[src/rtl/ps2_pkg.sv]
// Shared types and constants for the PS/2 keyboard receiver.
package ps2_pkg;

  typedef enum logic [1:0] {
    IDLE   = 2'd0,
    DATA   = 2'd1,
    PARITY = 2'd2,
    STOP   = 2'd3
  } ps2State_t;

  localparam logic [7:0] PS2_BREAK_CODE = 8'hF0;
  localparam int         PS2_DATA_BITS  = 8;

  // PS/2 frames use odd parity over the eight data bits plus the parity bit.
  function automatic logic oddParityOk(input logic [7:0] dataByte, input logic parityBit);
    return ^{dataByte, parityBit};
  endfunction

endpackage

[src/rtl/ps2_keyboard_receiver_if.sv]
// Signal bundle between the PS/2 receiver (slave) and its environment (master).
interface ps2_keyboard_receiver_if;
  logic       ps2_clk;
  logic       ps2_data;
  logic       rd_en;
  logic       clear_overflow;
  logic [7:0] key_data;
  logic       key_valid;
  logic       overflow;
  logic       frame_error;

  // Read handshake: key_valid high means key_data holds the FIFO head; a byte
  // is consumed on each rising clock edge where rd_en and key_valid are both
  // high. rd_en with key_valid low has no effect.
  modport master (
    output ps2_clk, ps2_data, rd_en, clear_overflow,
    input  key_data, key_valid, overflow, frame_error
  );

  modport slave (
    input  ps2_clk, ps2_data, rd_en, clear_overflow,
    output key_data, key_valid, overflow, frame_error
  );
endinterface

[src/rtl/keyboard_fifo.sv]
// First-word-fall-through FIFO for received scan codes; DEPTH must be a power of 2.
module keyboard_fifo #(
  parameter int DEPTH = 4,
  parameter int WIDTH = 8
) (
  input  logic                     clock,
  input  logic                     reset,
  input  logic                     push,
  input  logic                     pop,
  input  logic [WIDTH-1:0]         din,
  output logic                     full,
  output logic                     empty,
  output logic [$clog2(DEPTH):0]   count,
  output logic [WIDTH-1:0]         head
);
  localparam int AW = $clog2(DEPTH);

  logic [WIDTH-1:0] mem [DEPTH];
  logic [AW-1:0]    wrPtr, rdPtr;
  logic             doPush, doPop;

  assign empty = (count == '0);
  assign full  = (count == (AW+1)'(DEPTH));
  assign head  = mem[rdPtr];

  // A pop frees a slot in the same cycle, so push-while-full succeeds when popping.
  assign doPop  = pop && !empty;
  assign doPush = push && (!full || doPop);

  always_ff @(posedge clock or negedge reset) begin
    if (!reset) begin
      wrPtr <= '0;
      rdPtr <= '0;
      count <= '0;
    end else begin
      if (doPush) wrPtr <= wrPtr + AW'(1);
      if (doPop)  rdPtr <= rdPtr + AW'(1);
      case ({doPush, doPop})
        2'b10:   count <= count + (AW+1)'(1);
        2'b01:   count <= count - (AW+1)'(1);
        default: count <= count;
      endcase
    end
  end

  always_ff @(posedge clock) begin
    if (doPush) mem[wrPtr] <= din;
  end

endmodule

[src/rtl/ps2_keyboard_receiver.sv]
// PS/2 scan-code receiver with FWFT buffer. Define PS2_BREAK_FILTER_EN to drop
// break codes (0xF0) and the released-key byte that follows them.
module ps2_keyboard_receiver
  import ps2_pkg::*;
#(
  parameter int FIFO_DEPTH     = 4,
  parameter int TIMEOUT_CYCLES = 50000
) (
  input  logic                     clock,
  input  logic                     reset,
  ps2_keyboard_receiver_if.slave   kbd,
  output ps2State_t                fsmState
);
  localparam int TW = $clog2(TIMEOUT_CYCLES + 1);
  localparam int CW = $clog2(FIFO_DEPTH) + 1;

  logic [1:0]    clkSync, dataSync;
  logic          clkPrev, fallEdge, dataBit;
  ps2State_t     state, stateNext;
  logic [2:0]    bitCount;
  logic [7:0]    shiftReg;
  logic          parityBit;
  logic [TW-1:0] timeoutCnt;
  logic          timeoutHit, frameDone, frameGood, frameBad, pushEn;
  logic          frameError, overflowReg, overflowSet;
  logic          fifoFull, fifoEmpty;
  logic [CW-1:0] fifoCount;
  logic [7:0]    fifoHead;
`ifdef PS2_BREAK_FILTER_EN
  logic          dropFlag, isBreak;
`endif

  // Lines idle high, so synchronizers reset to 1 to avoid a false first edge.
  always_ff @(posedge clock or negedge reset) begin
    if (!reset) begin
      clkSync  <= 2'b11;
      dataSync <= 2'b11;
      clkPrev  <= 1'b1;
    end else begin
      clkSync  <= {clkSync[0], kbd.ps2_clk};
      dataSync <= {dataSync[0], kbd.ps2_data};
      clkPrev  <= clkSync[1];
    end
  end

  assign fallEdge   = clkPrev & ~clkSync[1];
  assign dataBit    = dataSync[1];
  assign timeoutHit = (state != IDLE) && !fallEdge && (timeoutCnt == TW'(TIMEOUT_CYCLES - 1));

  always_ff @(posedge clock or negedge reset) begin
    if (!reset) state <= IDLE;
    else        state <= stateNext;
  end

  always_comb begin
    stateNext = state;
    if (timeoutHit) begin
      stateNext = IDLE;
    end else if (fallEdge) begin
      case (state)
        IDLE:    if (!dataBit) stateNext = DATA;
        DATA:    if (bitCount == 3'(PS2_DATA_BITS - 1)) stateNext = PARITY;
        PARITY:  stateNext = STOP;
        STOP:    stateNext = IDLE;
        default: stateNext = IDLE;
      endcase
    end
  end

  always_comb begin
    frameDone = (state == STOP) && fallEdge;
    frameGood = frameDone && dataBit && oddParityOk(shiftReg, parityBit);
    frameBad  = (frameDone && !frameGood) || timeoutHit;
`ifdef PS2_BREAK_FILTER_EN
    isBreak   = frameGood && (shiftReg == PS2_BREAK_CODE);
    pushEn    = frameGood && !isBreak && !dropFlag;
`else
    pushEn    = frameGood;
`endif
  end

  always_ff @(posedge clock or negedge reset) begin
    if (!reset) begin
      bitCount   <= '0;
      shiftReg   <= '0;
      parityBit  <= 1'b0;
      timeoutCnt <= '0;
      frameError <= 1'b0;
    end else begin
      frameError <= frameBad;
      if (state == IDLE || fallEdge || timeoutHit) timeoutCnt <= '0;
      else                                         timeoutCnt <= timeoutCnt + TW'(1);
      if (fallEdge) begin
        case (state)
          IDLE:    bitCount <= '0;
          DATA:    begin
                     shiftReg <= {dataBit, shiftReg[7:1]};
                     bitCount <= bitCount + 3'd1;
                   end
          PARITY:  parityBit <= dataBit;
          default: ;
        endcase
      end
    end
  end

`ifdef PS2_BREAK_FILTER_EN
  // A break code swallows itself and the next good byte (the released key).
  always_ff @(posedge clock or negedge reset) begin
    if (!reset)         dropFlag <= 1'b0;
    else if (frameBad)  dropFlag <= 1'b0;
    else if (isBreak)   dropFlag <= 1'b1;
    else if (frameGood) dropFlag <= 1'b0;
  end
`endif

  assign overflowSet = pushEn && fifoFull && !kbd.rd_en;

  always_ff @(posedge clock or negedge reset) begin
    if (!reset)                  overflowReg <= 1'b0;
    else if (overflowSet)        overflowReg <= 1'b1;
    else if (kbd.clear_overflow) overflowReg <= 1'b0;
  end

  keyboard_fifo #(.DEPTH(FIFO_DEPTH), .WIDTH(PS2_DATA_BITS)) fifo (
    .clock (clock),
    .reset (reset),
    .push  (pushEn),
    .pop   (kbd.rd_en),
    .din   (shiftReg),
    .full  (fifoFull),
    .empty (fifoEmpty),
    .count (fifoCount),
    .head  (fifoHead)
  );

  assign kbd.key_data    = fifoEmpty ? 8'h00 : fifoHead;
  assign kbd.key_valid   = (fifoCount != '0);
  assign kbd.overflow    = overflowReg;
  assign kbd.frame_error = frameError;
  assign fsmState        = state;

endmodule

[src/flat_wrapper.sv]
// flat-port wrapper written by rule: the top's interface ports become plain ports
module ps2_keyboard_receiver_flat import ps2_pkg::*;
#(
  parameter int FIFO_DEPTH     = 4,
  parameter int TIMEOUT_CYCLES = 50000
)
  (clock, reset, fsmState, kbd_ps2_clk, kbd_ps2_data, kbd_rd_en, kbd_clear_overflow, kbd_key_data, kbd_key_valid, kbd_overflow, kbd_frame_error);
  ps2_keyboard_receiver_if kbd_i ();
  input  logic clock;
  input  logic reset;
  output ps2State_t fsmState;
  input wire logic [$bits(kbd_i.ps2_clk)-1:0] kbd_ps2_clk;
  input wire logic [$bits(kbd_i.ps2_data)-1:0] kbd_ps2_data;
  input wire logic [$bits(kbd_i.rd_en)-1:0] kbd_rd_en;
  input wire logic [$bits(kbd_i.clear_overflow)-1:0] kbd_clear_overflow;
  output wire logic [$bits(kbd_i.key_data)-1:0] kbd_key_data;
  output wire logic [$bits(kbd_i.key_valid)-1:0] kbd_key_valid;
  output wire logic [$bits(kbd_i.overflow)-1:0] kbd_overflow;
  output wire logic [$bits(kbd_i.frame_error)-1:0] kbd_frame_error;
  assign kbd_i.ps2_clk = kbd_ps2_clk;
  assign kbd_i.ps2_data = kbd_ps2_data;
  assign kbd_i.rd_en = kbd_rd_en;
  assign kbd_i.clear_overflow = kbd_clear_overflow;
  assign kbd_key_data = kbd_i.key_data;
  assign kbd_key_valid = kbd_i.key_valid;
  assign kbd_overflow = kbd_i.overflow;
  assign kbd_frame_error = kbd_i.frame_error;
  ps2_keyboard_receiver #(.FIFO_DEPTH(FIFO_DEPTH), .TIMEOUT_CYCLES(TIMEOUT_CYCLES)) u_core (.clock(clock), .reset(reset), .kbd(kbd_i), .fsmState(fsmState));
endmodule
[config.mk]
export PLATFORM = sky130hd
export DESIGN_NAME = ps2_keyboard_receiver_flat
export DESIGN_NICKNAME = d
export VERILOG_FILES = /design/src/rtl/ps2_pkg.sv /design/src/rtl/ps2_keyboard_receiver_if.sv /design/src/rtl/keyboard_fifo.sv /design/src/rtl/ps2_keyboard_receiver.sv /design/src/flat_wrapper.sv
export SDC_FILE = /design/constraint.sdc
export NUM_CORES = 1
export LEC_CHECK = 0
export BUFFER_PORTS_ARGS = -buffer_cell sky130_fd_sc_hd__buf_4
export CORE_MARGIN = 8
export CORE_UTILIZATION = 60
export DETAILED_ROUTE_END_ITERATION = 10
export PLACE_DENSITY = 0.79
export SLEW_MARGIN = 10
export SYNTH_ARGS = -nofsm -noshare
export SYNTH_HDL_FRONTEND = slang
export SYNTH_SLANG_ARGS = --single-unit
[constraint.sdc]
create_clock -name clock -period 3.92 [get_ports clock]
set_clock_uncertainty 0.05 [all_clocks]
set_input_delay 0.98 -clock clock [delete_from_list [all_inputs] [get_ports clock]]
set_output_delay 0.98 -clock clock [all_outputs]
set_load 0.01 [all_outputs]
# Word-level counts from Yosys, hierarchy flattened
# Memories as Yosys holds them, arrays and structs flattened.
# Cells that the tools add are included.
# word_totals
ramBits	32
ff_bits	44
wordCells	77
mem_count	1
# mem_list
name	depth	width	rd	rd_ports_with_merged_regs	wr	line_no	text
u_core.fifo.mem	4	8	1	0	1	keyboard_fifo.sv:18	logic [WIDTH-1:0] mem [DEPTH];
# op_classes
mux	13
n_reduce_logical	32
bitwise	2
n_eq_ne	10
addsub	6
# ops
cell	n
adder 16 x 1 -> 16 bit, second input constant	1
== test 16 bit, second input constant	1
2-to-1 mux 16 bit	1
case mux 3 bit (2 select lines)	2
logical AND 1 bit	10
nonzero test 2 bit	5
parity 9 bit	1
2-to-1 mux 2 bit	4
2-to-1 mux 8 bit	1
case mux 2 bit (4 select lines)	1
adder 3 x 1 -> 3 bit, second input constant	2
== test 2 bit, second input constant	3
== test 3 bit, second input constant	2
AND reduction 2 bit	3
logical NOT 1 bit	5
adder 2 x 1 -> 2 bit, second input constant	2
== test 2 x 1 -> 1 bit, second input constant	2
logical OR 1 bit	4
2-to-1 mux 1 bit	4
logical NOT 3 bit	1
!= test 3 x 1 -> 1 bit, second input constant	1
!= test 3 bit, second input constant	1
AND reduction 3 bit	1
nonzero test 3 bit	1
other kinds (4)	4

# Logic depth before layout (Yosys ltp)
# logic_depth
ltp_word	8
depth_mapped	9
ltp_nobuf	9

# Modules after synthesis
# Synthesis repeated with hierarchy kept, for this count alone.
# hier_totals
cells_unflattened	250
area_unflattened_um2	3480.8
# by_module_without_submodules
mod	seq_area_each_um2	area_per_inst_um2	cells_per_inst	n_inst
ps2_keyboard_receiver	932.1	1893.1	170	1
keyboard_fifo	1136.1	1587.8	80	1

# Worst setup path after synthesis
# OpenSTA, ideal clock, no wires.
# synth_timing
path_kind	reg-to-output
from	register u_core.fifo.rdPtr[0]
to	output port kbd_key_data[0]
slack_ps	1361
path_stages_with_launch	4
arrival_ps	1529
path_buffers	1
path_cell_list	dfrtp_1 clkbuf_1 mux4_2 and2_1
# synth_via
elab_chain_len	2
# synth_lines
element	line_no	text
start: declaration	keyboard_fifo.sv:19	logic [AW-1:0] wrPtr, rdPtr;
start signal: assignment	keyboard_fifo.sv:37	if (doPop) rdPtr <= rdPtr + AW'(1);
memory read (4 x 8 bit)	-	
2-to-1 mux 8 bit	ps2_keyboard_receiver.sv:137	assign kbd.key_data = fifoEmpty ? 8'h00 : fifoHead;
end: declaration	flat_wrapper.sv:16	output wire logic [$bits(kbd_i.key_data)-1:0] kbd_key_data;
# No other way between the ends.

# Worst setup path after layout
# layout_timing
from	register u_core.fifo.rdPtr[0]
to	output port kbd_key_data[2]
# The elaborated chain is that of the path after synthesis.

==> impl_metrics.json <==
{
  "hold_end": "u_core.clkSync[1]$_DFF_PN1_",
  "antenna_found_initial": 0,
  "r2r_start": "u_core.shiftReg[1]$_DFFE_PN0P_",
  "clk_latency_ps": 330,
  "critPathTopFamily": "flip-flops",
  "path_cells": "mux4_2 > and2_1 > buf_4",
  "dr.first_iter.drc_count": 71,
  "finalHoldWorstSlack_ps": 306,
  "cts_tree": "done",
  "maxCapViolCount": 0,
  "vias_per_cell": 5.30,
  "grt_use_met3": 0.0549,
  "synth_area_leaders": "dfrtp_1 29%, edfxtp_1 29%, mux4_2 5.4%",
  "drc": 0,
  "crit_fanout": 10,
  "post_cts_buffers": 0,
  "holdPathStages": 0,
  "setup_viol": 0,
  "fin_cells": 332,
  "synth_cell_types": 36,
  "port_buffers": 18,
  "rows": 27,
  "drive_gt1_frac": 0.223,
  "yosysMostFrequentCell": "dfrtp_1",
  "syn_nets": 249,
  "required_ps": 2890,
  "synth_edf_count": 32,
  "ys_seq_area_frac": 0.622,
  "ff2ff_path_depth": 6,
  "rrSetupSlack_ps": 1350,
  "use_met2": 0.208,
  "rsz0062_at_grt": "no",
  "core_sq_um": 5440,
  "postCtsHoldBufs": 0,
  "cp-end-kind": "primary output",
  "hold_violations": 0,
  "syn_avg_cell_area_sq_um": 14.4,
  "clkTransAtPathRegs_ps": 70,
  "area_growth_pct": 11.2,
  "dp_hpwl_microns": 3480,
  "slowest_stage": "dfrtp_1",
  "hp-class": "reg2reg",
  "place.gp.congestion": 0.780,
  "slowest_delay_ps": 690,
  "final_nets": 273,
  "synth_area_sq_um": 3330,
  "fin_util": 0.680,
  "p_leak_nw": 1.51,
  "yosys.area.top_type": "dfrtp_1",
  "yosys_warnings": 0,
  "peakVddDrop_mv": 0.348,
  "globalRouteTotalUtil": 0.129,
  "die_y_microns": 90.5,
  "grt_pass1_wl_microns": 8380,
  "final.min_clock_period_ps": 2920,
  "die_w_microns": 90.5,
  "finalPower_mw": 2.29,
  "worst-setup-path-type": "reg2out",
  "status": "finished clean",
  "root_buffer": "clkbuf_8",
  "cts-buffers-inserted": 9,
  "vias": 1758,
  "hp-start": "u_core.clkSync[0]$_DFF_PN1_",
  "synth_top_area_share": 0.293,
  "power_density_nw_per_um2": 620,
  "clockBufferDepth": 2,
  "critPathArrivalTime_ps": 1890,
  "gr-total-overflow": 0,
  "cts_sinks": 76,
  "max_freq_ghz": 0.343,
  "slew_violations": 0,
  "slew_headroom": 0.639,
  "r2r_end": "u_core.fifo.count[1]$_DFFE_PN0P_",
  "io_pins": 19,
  "use_met1": 0.148,
  "start_util": 0.611,
  "ctsResizeCount": 0,
  "async_reset_ff_frac": 0.579,
  "syn_inst": 231,
  "cp.buffers_inverters": 1,
  "wire_per_inst_microns": 15.1,
  "fin_crit_sh": 0.744,
  "fin_tns_setup_ps": 0,
  "dp_cells": 316,
  "wl_microns": 5010,
  "grt_max_degree": 45,
  "diodes": 0,
  "ant_nets": 0,
  "critPathLaunchType": "flop",
  "ys_top_cells_by_count": "39 x dfrtp_1, 32 x edfxtp_1, 22 x nor2_1",
  "htree_num_levels": 3,
  "busiest_layer": "met2",
  "ys_ff_latch": 76,
  "worst-slew-pin-transition_ps": 541,
  "dieArea_sq_um": 8180,
  "grt_pass1_vias": 1802,
  "first_pass_iters": 4,
  "synthFlopType": "dfrtp_1"
}
==> cell families (layout without fill, tap and decap cells) <==
kind of cell	count (synthesis)	in the layout	synth area share
flip-flops	76	76	0.622
buffers and inverters	13	42	0.0147
AO/OA/AOI/OAI	10	10	0.0230
multiplexers	23	23	0.107
adder cells (fa/ha/maj)	12	12	0.0474
AND/OR/NAND/NOR	73	73	0.114
XOR/XNOR	24	24	0.0719
==> per-stage QoR <==
| stage | setup slack [ps] | cell area, sq um |
|---|---|---|
| final | 1000 | 3700 |
| after detailed placement | 1270 | 3530 |
| after global routing | 876 | 3700 |
| after global placement | 1300 | 3530 |
| after CTS | 937 | 3700 |
| after floorplan | 1360 | 3330 |
==> cell type report <==
class	instances	area, sq um
Clock buffer	10	138
Fill cell	374	1740
Inverter	8	30.0
Timing Repair Buffer	18	135
Multi-Input combinational cell	142	1210
Tap cell	72	90.1
Sequential cell	76	2070
Clock inverter	6	30.0
==> per-layer routing <==
layer / part of all wire / vias up
li1: - / 871
met4: 0.013 / 0
met2: 0.49 / 28
met1: 0.45 / 853
met3: 0.047 / 6
met5: 0 / -
==> registers in the layout, summed over array words and instances (netlist names) <==
| register | flops |
|---|---|
| u_core.shiftReg | 8 |
| u_core.kbd.overflow | 1 |
| u_core.fifo.mem | 32 |
| u_core.parityBit | 1 |
| u_core.clkPrev | 1 |
| u_core.fsmState | 2 |
| u_core.dataSync | 2 |
| u_core.kbd.frame_error | 1 |
| u_core.fifo.count | 3 |
| u_core.bitCount | 3 |
| u_core.timeoutCnt | 16 |
| u_core.fifo.wrPtr | 2 |
| u_core.fifo.rdPtr | 2 |
| u_core.clkSync | 2 |
==> cell usage in the layout (no fill, tap or decap), types with 4 or more instances in the layout <==
cell type	n
and2_1	12
mux4_2	8
nor2b_1	4
nand2_1	10
inv_1	8
dfrtp_1	39
xnor2_1	13
buf_4	18
ha_1	11
edfxtp_1	32
dfstp_2	5
mux2_2	10
and3_1	5
nor2_1	22
xor2_1	9
nand3_1	8
clkbuf_8	10
==> power by group <==
| group | switching (mW) | internal (mW) |
|---|---|---|
| Combinational | 0.277 | 0.396 |
| Sequential | 0.158 | 0.964 |
| Clock | 0.260 | 0.239 |
==> worst max path at each step <==
stage	from	end	slack, ps	cells after the start
after floorplan	u_core.fifo.rdPtr[0]$_DFFE_PN0P_	kbd_key_data[0]	1360	3
final	u_core.fifo.rdPtr[0]$_DFFE_PN0P_	kbd_key_data[2]	1000	3
after global routing	u_core.fifo.rdPtr[0]$_DFFE_PN0P_	kbd_key_data[4]	880	3
after global placement	kbd_rd_en	u_core.fifo.mem[1][3]$_DFFE_PP_	1300	4
after detailed placement	kbd_rd_en	u_core.fifo.mem[2][6]$_DFFE_PP_	1270	4
after CTS	u_core.fifo.rdPtr[0]$_DFFE_PN0P_	kbd_key_data[2]	940	3
Power figures use the tool's default switching activity.
